$ cat config.mk
export PLATFORM = sky130hd
export DESIGN_NAME = button_group_arbiter_flat
export DESIGN_NICKNAME = d
export VERILOG_FILES = /design/src/rtl/button_group_arbiter_pkg.sv /design/src/rtl/button_group_arbiter_if.sv /design/src/rtl/button_group_arbiter_press_detect.sv /design/src/rtl/button_group_arbiter.sv /design/src/flat_wrapper.sv
export SDC_FILE = /design/constraint.sdc
export NUM_CORES = 1
export LEC_CHECK = 0
export CORE_MARGIN = 2
export CORE_UTILIZATION = 57
export CTS_CLUSTER_SIZE = 24
export DETAILED_ROUTE_END_ITERATION = 8
export GPL_TIMING_DRIVEN = 0
export PLACE_DENSITY = 0.84
export SLEW_MARGIN = 5
export SYNTH_ARGS = -nofsm -noshare
export SYNTH_HDL_FRONTEND = slang
export SYNTH_SLANG_ARGS = --single-unit
$ cat constraint.sdc
create_clock -name clk -period 6.1 [get_ports clk]
set_clock_uncertainty 0.2 [all_clocks]
set_input_delay 1.525 -clock clk [delete_from_list [all_inputs] [get_ports clk]]
set_output_delay 1.525 -clock clk [all_outputs]
set_load 0.05 [all_outputs]
$ cat src/rtl/button_group_arbiter_pkg.sv
// Shared types and helpers for button-group arbitration.
package button_pkg;

    typedef enum logic {
        IDLE,
        ACTIVE
    } grp_state_t;

    localparam int unsigned BTN_GROUP_N = 4;

    // Widest request vector rr_pick accepts; narrower groups zero-extend.
    localparam int unsigned RR_MAX_N = 32;
    localparam int unsigned RR_IDXW  = $clog2(RR_MAX_N);

    // Round-robin pick: first set bit of req scanning ptr, ptr+1, ..., n-1, 0, ...
    // Returns 0 when req has no set bit among the low n bits.
    function automatic int unsigned rr_pick(
        input logic [RR_MAX_N-1:0] req,
        input int unsigned         ptr,
        input int unsigned         n = BTN_GROUP_N
    );
        int unsigned pick;
        int unsigned idx;
        logic        found;
        pick  = 0;
        idx   = 0;
        found = 1'b0;
        for (int unsigned k = 0; k < RR_MAX_N; k++) begin
            if (k < n && !found) begin
                idx = ptr + k;
                if (idx >= n) begin
                    idx = idx - n;
                end
                if (req[idx[RR_IDXW-1:0]]) begin
                    pick  = idx;
                    found = 1'b1;
                end
            end
        end
        return pick;
    endfunction

endpackage

$ cat src/rtl/button_group_arbiter_if.sv
// Button inputs and selection outputs of one radio-button group.
interface button_group_arbiter_if
    import button_pkg::*;
#(
    parameter int unsigned N    = BTN_GROUP_N,
    parameter int unsigned IDXW = $clog2(N)
);
    logic [N-1:0]    button;
    logic            lock;
    logic [N-1:0]    active;
    logic [IDXW-1:0] active_idx;
    logic            active_valid;
    logic            changed;

    // Side that owns the buttons and consumes the selection.
    modport master (
        output button,
        output lock,
        input  active,
        input  active_idx,
        input  active_valid,
        input  changed
    );

    // The arbiter itself.
    modport slave (
        input  button,
        input  lock,
        output active,
        output active_idx,
        output active_valid,
        output changed
    );
endinterface

$ cat src/rtl/button_group_arbiter_press_detect.sv
// N-wide rising-edge detector; press is high in the cycle a button is first seen high.
module press_detect #(
    parameter int unsigned N = 4
) (
    input  logic         clk,
    input  logic         rst,
    input  logic [N-1:0] button,
    output logic [N-1:0] press
);
    logic [N-1:0] prev;

    // Edge history; reset also loads the live levels so held buttons are not presses.
    always_ff @(posedge clk) begin
        if (rst) begin
            prev <= button;
        end else begin
            prev <= button;
        end
    end

    // Rising edge against the previous sample.
    always_comb begin
        press = button & ~prev;
    end
endmodule

$ cat src/rtl/button_group_arbiter.sv
// Radio-button controller: toggles one exclusive selection across N buttons,
// resolving simultaneous presses with a round-robin pointer.
module button_group_arbiter
    import button_pkg::*;
#(
    parameter int unsigned N    = BTN_GROUP_N,
    parameter int unsigned IDXW = $clog2(N)
) (
    input logic                   clk,
    input logic                   rst,
    button_group_arbiter_if.slave bus
);
    localparam logic [N-1:0] ONE = N'(1);

    grp_state_t      state;
    logic [IDXW-1:0] rr_ptr;
    logic [N-1:0]    press;
    logic [N-1:0]    eff_press;
    logic [N-1:0]    cand;
    logic [IDXW-1:0] grant;
    logic [IDXW-1:0] next_ptr;

    press_detect #(.N(N)) u_press_detect (
        .clk    (clk),
        .rst    (rst),
        .button (bus.button),
        .press  (press)
    );

    // Gate presses with lock, keep only presses on non-selected buttons, pick a winner.
    always_comb begin
        eff_press = bus.lock ? '0 : press;
        cand      = eff_press & ~bus.active;
        grant     = IDXW'(rr_pick(RR_MAX_N'(cand), 32'(rr_ptr), N));
        next_ptr  = (grant == IDXW'(N - 1)) ? '0 : grant + 1'b1;
    end

    // Selection FSM with registered outputs; a switch outranks a same-cycle deselect.
    always_ff @(posedge clk) begin
        if (rst) begin
            state            <= IDLE;
            rr_ptr           <= '0;
            bus.active       <= '0;
            bus.active_idx   <= '0;
            bus.active_valid <= 1'b0;
            bus.changed      <= 1'b0;
        end else begin
            bus.changed <= 1'b0;
            case (state)
                IDLE: begin
                    if (cand != '0) begin
                        state            <= ACTIVE;
                        rr_ptr           <= next_ptr;
                        bus.active       <= ONE << grant;
                        bus.active_idx   <= grant;
                        bus.active_valid <= 1'b1;
                        bus.changed      <= 1'b1;
                    end
                end
                ACTIVE: begin
                    if (cand != '0) begin
                        rr_ptr           <= next_ptr;
                        bus.active       <= ONE << grant;
                        bus.active_idx   <= grant;
                        bus.active_valid <= 1'b1;
                        bus.changed      <= 1'b1;
                    end else if ((eff_press & bus.active) != '0) begin
                        state            <= IDLE;
                        bus.active       <= '0;
                        bus.active_idx   <= '0;
                        bus.active_valid <= 1'b0;
                        bus.changed      <= 1'b1;
                    end
                end
                default: begin
                    state <= IDLE;
                end
            endcase
        end
    end
endmodule
$ cat src/flat_wrapper.sv
// flat-port wrapper written by rule: the top's interface ports become plain ports
module button_group_arbiter_flat import button_pkg::*;
#(
    parameter int unsigned N    = BTN_GROUP_N,
    parameter int unsigned IDXW = $clog2(N)
)
  (clk, rst, bus_button, bus_lock, bus_active, bus_active_idx, bus_active_valid, bus_changed);
  button_group_arbiter_if #(.N(N), .IDXW(IDXW)) bus_i ();
  input logic clk;
  input logic rst;
  input wire logic [$bits(bus_i.button)-1:0] bus_button;
  input wire logic [$bits(bus_i.lock)-1:0] bus_lock;
  output wire logic [$bits(bus_i.active)-1:0] bus_active;
  output wire logic [$bits(bus_i.active_idx)-1:0] bus_active_idx;
  output wire logic [$bits(bus_i.active_valid)-1:0] bus_active_valid;
  output wire logic [$bits(bus_i.changed)-1:0] bus_changed;
  assign bus_i.button = bus_button;
  assign bus_i.lock = bus_lock;
  assign bus_active = bus_i.active;
  assign bus_active_idx = bus_i.active_idx;
  assign bus_active_valid = bus_i.active_valid;
  assign bus_changed = bus_i.changed;
  button_group_arbiter #(.N(N), .IDXW(IDXW)) u_core (.clk(clk), .rst(rst), .bus(bus_i));
endmodule
==> summary.md, run 1 <==
| Metric | Value |
|---|---|
| Buf/Inv on CP | `2` |
| Die Ht | `46.4 um` |
| # DRC | `0` |
| Grt total ovfl | `0` |
| Vias in the first global route | `829` |
| Syn Area/Cell | `9.47 sq um` |
| Cts hold-fix bufs | `0` |
| CP delay by family, top | `compound AO/OA/AOI/OAI gates` |
| Ys flop type | `dfxtp_1` |
| Horiz. Die Dim | `46.4 um` |
| Sequential share of power | `26.2%` |
| Combinational power share | `63.2%` |
| WL/cell | `15.9 um` |
| P_int | `286 uW` |
| CP max stage cell | `nor4b_4` |
| Post-DP Area | `0.00119 sq mm` |
| Final setup fails | `0` |
| DRT Pass-1 Iters | `6` |
| Final Hold Vio Count | `0` |
| TritonCTS buffer count | `3` |
| Max-Cap Viols | `0` |
| RSZ-0062 raised after global routing | `false` |
| Post-Syn Instances | `108` |
| H-tree Lvls | `1` |
| Final worst slack | `1710 ps` |
| Clock network power share | `10.6%` |
| Run status | `completed` |
| Num rows | `15` |
| Ys Warns | `0` |
| Sum Neg Setup Slack | `0 ps` |
| Finished Cell Area | `0.00122 sq mm` |
| LEAKAGE | `0.000454 uW` |
| Max incr delay on CP | `510 ps` |
| Highest clock rate | `228 MHz` |
| Initial drt markers | `45` |
| Port Buf Inserts | `14` |
| Post-synth EDFFs | `0` |
| Post-cts resize count | `0` |
| Syn Nets | `121` |
| WL final | `2400 um` |
| Register bit total from synthesis | `15` |
| Routed via count | `953` |
| Vias per cell | `6.31` |
| Switching share of power | `49.5%` |
| Gpl congestion | `0.924` |
| Largest net degree at the start of global routing | `11` |
| Antenna Cells | `0` |
| Layout cells sized above 1 | `14.3%` |
| CP arrival | `4400 ps` |
| Switching power | `280 uW` |
| CTS root buf | `clkbuf_4` |
| Top cells by area, synth | `dfxtp_1 (29%), ha_1 (7.3%), a21oi_1 (4.9%)` |
| Post-place setup slack | `1490 ps` |
| Crit end category | `flop` |
| Cell area after synthesis | `0.00102 sq mm` |
| CTS tree | `done` |
| Fin crit period | `4390 ps` |
| Rel. slew slack | `50.1%` |
| Initial core utilization | `59.9%` |
| Final Max Tran Viols | `0` |
| Detail Placement HPWL | `1790 um` |
| Overall routing resource usage | `24.5%` |
| HP Class | `reg -> reg` |
| Worst-path clk slew | `100 ps` |
| Cell accounting for the most synthesized area | `dfxtp_1` |
| Worst Tran Pin Value | `742 ps` |
| Data required time at the worst endpoint | `6110 ps` |
| Most common cell in the synthesized netlist | `dfxtp_1` |
| Critical setup path kind | `in -> reg` |
| Layout Area Growth over Synthesis | `19.5%` |
| Die area | `0.00215 sq mm` |
| Core region area | `0.00171 sq mm` |
| Clock Path Buffers | `2` |
| Peak VDD IR | `0.354 mV` |
| Clock Latency Late Sink | `290 ps` |
| Startpoint types | `input port` |
| Top cell type's share of synthesized area | `29.4%` |
| Layout Nets | `140` |
| First-pass GRT wire length | `3700 um` |
| Final Util | `71.5%` |
| Post-synth ARST share | `0%` |
| Crit path max fanout | `10` |
| Netlist cell types | `40` |
| Cells along the critical path | `clkdlybuf4s50_1 > buf_2 > nor4b_4 > mux2i_2 > a311o_1 > and3_1 > o31ai_1 > ha_1 > a211oi_1` |
| Antenna viol nets, final | `0` |
| Post-CTS setup buffer count | `0` |
| Final Cycle Share | `72.0%` |
| Initial antenna violation count | `0` |
| PD cells | `464 mW/mm^2` |
| Final Total Pwr | `566 uW` |
| Synth cell count leaders | `dfxtp_1 (15), nand2_1 (11), a21oi_1 (10)` |
| Sinks on Clock Net | `15` |
| IO Pins | `15` |
| Seq/Total Area, Yosys | `29.4%` |
cell type report:
class | count | area (sq um)
flip-flops and latches | 15 | 300
fillers | 138 | 487
plain buffers | 4 | 16.3
repair buffers | 14 | 140
clock inverters | 1 | 5.00
multi-input cells | 87 | 698
clock buffers | 3 | 22.5
inverters | 2 | 7.51
well taps | 25 | 31.3
layout by cell type (no fill, tap or decap), types with 2 or more instances in the layout:
| cell type | n |
|---|---|
| a221oi_1 | 2 |
| a211o_1 | 2 |
| mux2i_1 | 2 |
| nor3_1 | 2 |
| nand3_1 | 6 |
| nor4b_4 | 2 |
| clkbuf_1 | 3 |
| nor4bb_1 | 3 |
| a211oi_1 | 3 |
| clkbuf_4 | 3 |
| or4b_1 | 2 |
| a21oi_1 | 10 |
| nor2_1 | 5 |
| inv_1 | 2 |
| a31oi_1 | 3 |
| a22oi_1 | 2 |
| nor4b_2 | 3 |
| and2_1 | 2 |
| o21ai_0 | 2 |
| or4b_4 | 2 |
| ha_1 | 6 |
| clkdlybuf4s50_1 | 14 |
| nand2_1 | 11 |
| dfxtp_1 | 15 |
worst min-delay path: stages, from the launching register on:
cell and delay (ps):
dfxtp_1 320, nand2_1 50, a21oi_1 50
path summary, 6_finish.rpt:
path	start	to	slack, ps	cells after the start
hold reg to reg	u_core.bus.active_valid$_SDFFE_PP0P_	u_core.bus.active_valid$_SDFFE_PP0P_	260	2
setup / recovery	bus_lock	u_core.rr_ptr[1]$_SDFFE_PP0N_	1710	9
setup reg to reg	u_core.rr_ptr[1]$_SDFFE_PP0N_	u_core.rr_ptr[1]$_SDFFE_PP0N_	2930	9
hold / removal	u_core.bus.active_valid$_SDFFE_PP0P_	u_core.bus.active_valid$_SDFFE_PP0P_	260	2
power by group through the flow:
stage	clock [uW]	sequential (uW)	combinational, uW
after global routing	64.4	152	390
after CTS	59.8	148	353
final	60.0	148	358
after global placement	0	148	337
after detailed placement	0	150	346
after floorplan	0	195	219
state kept, by name, summed over array words and instances, names as in the netlist:
name and count:
u_core.bus.active_valid 1, u_core.u_press_detect.prev 4, u_core.bus.changed 1, u_core.state 1, u_core.bus.active_idx 2, u_core.bus.active 4
u_core.rr_ptr 2
per-layer routing:
metal / routed length, um / GRT usage (%) / up-vias
met1: 1070 / 33.7 / 434
met3: 163 / 4.71 / 8
met5: 0 / 0 / -
met2: 1120 / 36.7 / 42
met4: 45 / 10.9 / 0
li1: - / - / 469
logic make-up (layout without fill, tap and decap cells):
group                      count (synthesis)  after routing  share of synthesized area, %
adders and majority gates                  6              6                          7.34
DFF                                       15             15                          29.4
AOI/OAI and AO/OA                         33             33                          23.7
muxes                                      3              3                          3.30
and+or+nand+nor                           45             45                          33.9
buffers and inverters                      6             24                          2.33
through the flow:
| stage | hold WS, ps | cells |
|---|---|---|
| after floorplan | 248 | 108 |
| after global placement | 247 | 147 |
| after detailed placement | 254 | 147 |
| after CTS | 267 | 151 |
| after global routing | 290 | 151 |
| final | 265 | 151 |
No activity file was read; power rests on OpenSTA's default activity.
==> run 2, diff against run 1 <==
CORE_UTILIZATION = 53   (was 57)
PLACE_DENSITY = 0.79   (was 0.84)
clock period = 4.42 ns   (was 6.1 ns; I/O delays follow)
==> run 2 against run 1 <==
Via count up 1.2%. First-iteration DRC count down 76%. Non-clock buffer count unchanged. Design area unchanged. Final cell count unchanged. Wire length up 0.25%. Worst hold slack better by 1.6 ps. Highest routed layer unchanged. Sequential power up 39%. Global-route usage down 0.76 points. Critical path depth up 1. Power up 36%. Die area up 6.9%.
==> summary.md, run 2 (synthesis gave the netlist of run 1 again) <==
| Metric | Value |
|---|---|
| Initial drt markers | `11 (-76%)` |
| Sum Neg Setup Slack | `0 ps (unchanged)` |
| Finished Layout Cells | `151 (unchanged)` |
| WL final | `2410 um (+0.25%)` |
| Cts hold-fix bufs | `0 (unchanged)` |
| Post-cts resize count | `0 (unchanged)` |
| CP Launch Point | `bus_lock` |
| Antenna viol nets, final | `0 (unchanged)` |
| CP arrival | `3900 ps (-500 ps)` |
| Layout cells sized above 1 | `14.3% (unchanged)` |
| Top flop regs | `u_core.bus.active: 4 flops, u_core.u_press_detect.prev: 4 flops` |
| Layout Area Growth over Synthesis | `19.5% (unchanged)` |
| Largest net degree at the start of global routing | `11 (unchanged)` |
| IO Pins | `15 (unchanged)` |
| Final Max Tran Viols | `0 (unchanged)` |
| Worst Tran Pin Value | `774 ps (+31.8 ps)` |
| Commonest non-fill, non-tap cell in the layout | `dfxtp_1` |
| RSZ-0062 raised after global routing | `false` |
| Crit path capture | `u_core.rr_ptr[0]$_SDFFE_PP0N_` |
| TritonCTS buffer count | `3 (unchanged)` |
| Final setup fails | `0 (unchanged)` |
| Reg2reg setup slack | `1270 ps (-1660 ps)` |
| DRT Pass-1 Iters | `5 (-1)` |
| Worst r2r path cells | `10 (+1)` |
| Layout Nets | `140 (unchanged)` |
| Overall routing resource usage | `23.7% (-0.76 points)` |
| Crit Reg-Reg Endpoint | `u_core.rr_ptr[0]$_SDFFE_PP0N_` |
| Detail Placement HPWL | `1820 um (+2.0%)` |
| H-tree Lvls | `1 (unchanged)` |
| Final Cycle Share | `87.5%` |
| Initial antenna violation count | `0 (unchanged)` |
| Final Hold Vio Count | `0 (unchanged)` |
| Gpl congestion | `0.938 (+1.5%)` |
| Routed via count | `964 (+1.2%)` |
| First-pass GRT wire length | `3760 um (+1.7%)` |
| Initial core utilization | `57.9% (-1.9 points)` |
| Finished Cell Area | `0.00122 sq mm (unchanged)` |
| Peak VDD IR | `0.422 mV (+19%)` |
| Num rows | `15 (unchanged)` |
| Critical setup path kind | `in -> reg` |
| CTS root buf | `clkbuf_4` |
| Post-CTS setup buffer count | `0 (unchanged)` |
| Fin crit period | `3870 ps` |
| Post-DP Area | `0.00119 sq mm (unchanged)` |
| Grt total ovfl | `0 (unchanged)` |
| Highest clock rate | `259 MHz` |
| # DRC | `0 (unchanged)` |
| Reg-to-Reg Start | `u_core.rr_ptr[1]$_SDFFE_PP0N_` |
| Core region area | `0.00176 sq mm (+3.3%)` |
| Crit path max fanout | `10 (unchanged)` |
| Grt peak-use layer | `met2` |
| Met1 usage | `34.2% (+0.44 points)` |
| Max-Cap Viols | `0 (unchanged)` |
| Data required time at the worst endpoint | `4450 ps (-1660 ps)` |
| Post-place setup slack | `287 ps (-1200 ps)` |
| Horiz. Die Dim | `47.9 um (+3.4%)` |
| Die Ht | `47.9 um (+3.4%)` |
| Dpl cells | `147 (unchanged)` |
| Worst-path clk slew | `90 ps (about the same)` |
| Grt met3 use | `4.91% (+0.20 points)` |
| Port Buf Inserts | `14 (unchanged)` |
| Crit end category | `flop` |
| Antenna Cells | `0 (unchanged)` |
| Run status | `completed` |
| Die area | `0.00230 sq mm (+6.9%)` |
| Most frequent cells in the layout | `dfxtp_1 (15), clkdlybuf4s50_1 (14), nand2_1 (11)` |
| CTS tree | `done` |
| Sinks on Clock Net | `15 (unchanged)` |
| Final worst slack | `553 ps (-1160 ps)` |
| PD cells | `632 mW/mm^2 (+36%)` |
| WL/cell | `15.9 um (+0.25%)` |
| Vias in the first global route | `809 (-2.4%)` |
| LEAKAGE | `0.000454 uW (unchanged)` |
| Met2 usage | `34.7% (-2.0 points)` |
| Vias per cell | `6.38 (+1.2%)` |
| Clock Latency Late Sink | `280 ps (about the same)` |
| Startpoint types | `input port` |
| Rel. slew slack | `48.0% (-2.1 points)` |
| HP Class | `reg -> reg` |
| Clock Path Buffers | `2 (unchanged)` |
==> run 2: cell counts in the layout (fill, tap and decap cells not counted) <==
No cell type changed its count.
==> run 2: cell type report <==
class	instances	area [sq um]
fill	151	543
buffer	4	16.3
multi-input combinational	87	698
timing repair buffer	14	140
inverter	2	7.51
clock inverter	1	5.00
clock buffer	3	22.5
tap	25	31.3
sequential	15	300
==> run 2: critical path, cell delays in order <==
cell and delay [ps]:
clkdlybuf4s50_1 440, buf_2 220, nor4b_4 500, mux2i_2 150, a311o_1 450, and3_1 190, o31a_1 320, ha_1 210
a21oi_1 150, o211a_1 160
==> run 2: worst min path at each step <==
stage                                              start                                    to  slack (ps)  depth (start not counted)
finish              u_core.bus.active_valid$_SDFFE_PP0P_  u_core.bus.active_valid$_SDFFE_PP0P_         270                          2
global route        u_core.bus.active_valid$_SDFFE_PP0P_  u_core.bus.active_valid$_SDFFE_PP0P_         290                          2
CTS                 u_core.bus.active_valid$_SDFFE_PP0P_  u_core.bus.active_valid$_SDFFE_PP0P_         270                          2
detailed placement  u_core.bus.active_valid$_SDFFE_PP0P_  u_core.bus.active_valid$_SDFFE_PP0P_         260                          2
global placement    u_core.bus.active_valid$_SDFFE_PP0P_  u_core.bus.active_valid$_SDFFE_PP0P_         250                          2
floorplan                        u_core.state$_SDFF_PP0_               u_core.state$_SDFF_PP0_         250                          2
==> run 2: through the flow <==
step           total power [uW]  util [%]  hold WS [ps]
2_1_floorplan               572         -           248
3_3_place_gp                674      67.7           247
3_5_place_dp                687      67.7           256
4_1_cts                     769      69.2           273
5_1_grt                     832      69.2           291
6_report                    771      69.2           266
==> run 2: power breakdown <==
part	internal [uW]	switching, uW	leakage, uW
registers	167	38.7	0.000124
logic	192	296	0.000312
clock network	33.6	44.5	0.0000177
total	393	379	0.000454
==> run 2: metal layers <==
| layer | part of all wire, % | wire (um) |
|---|---|---|
| met4 | 1.1 | 27 |
| met5 | 0 | 0 |
| met3 | 5.8 | 139 |
| met2 | 47 | 1140 |
| met1 | 46 | 1100 |
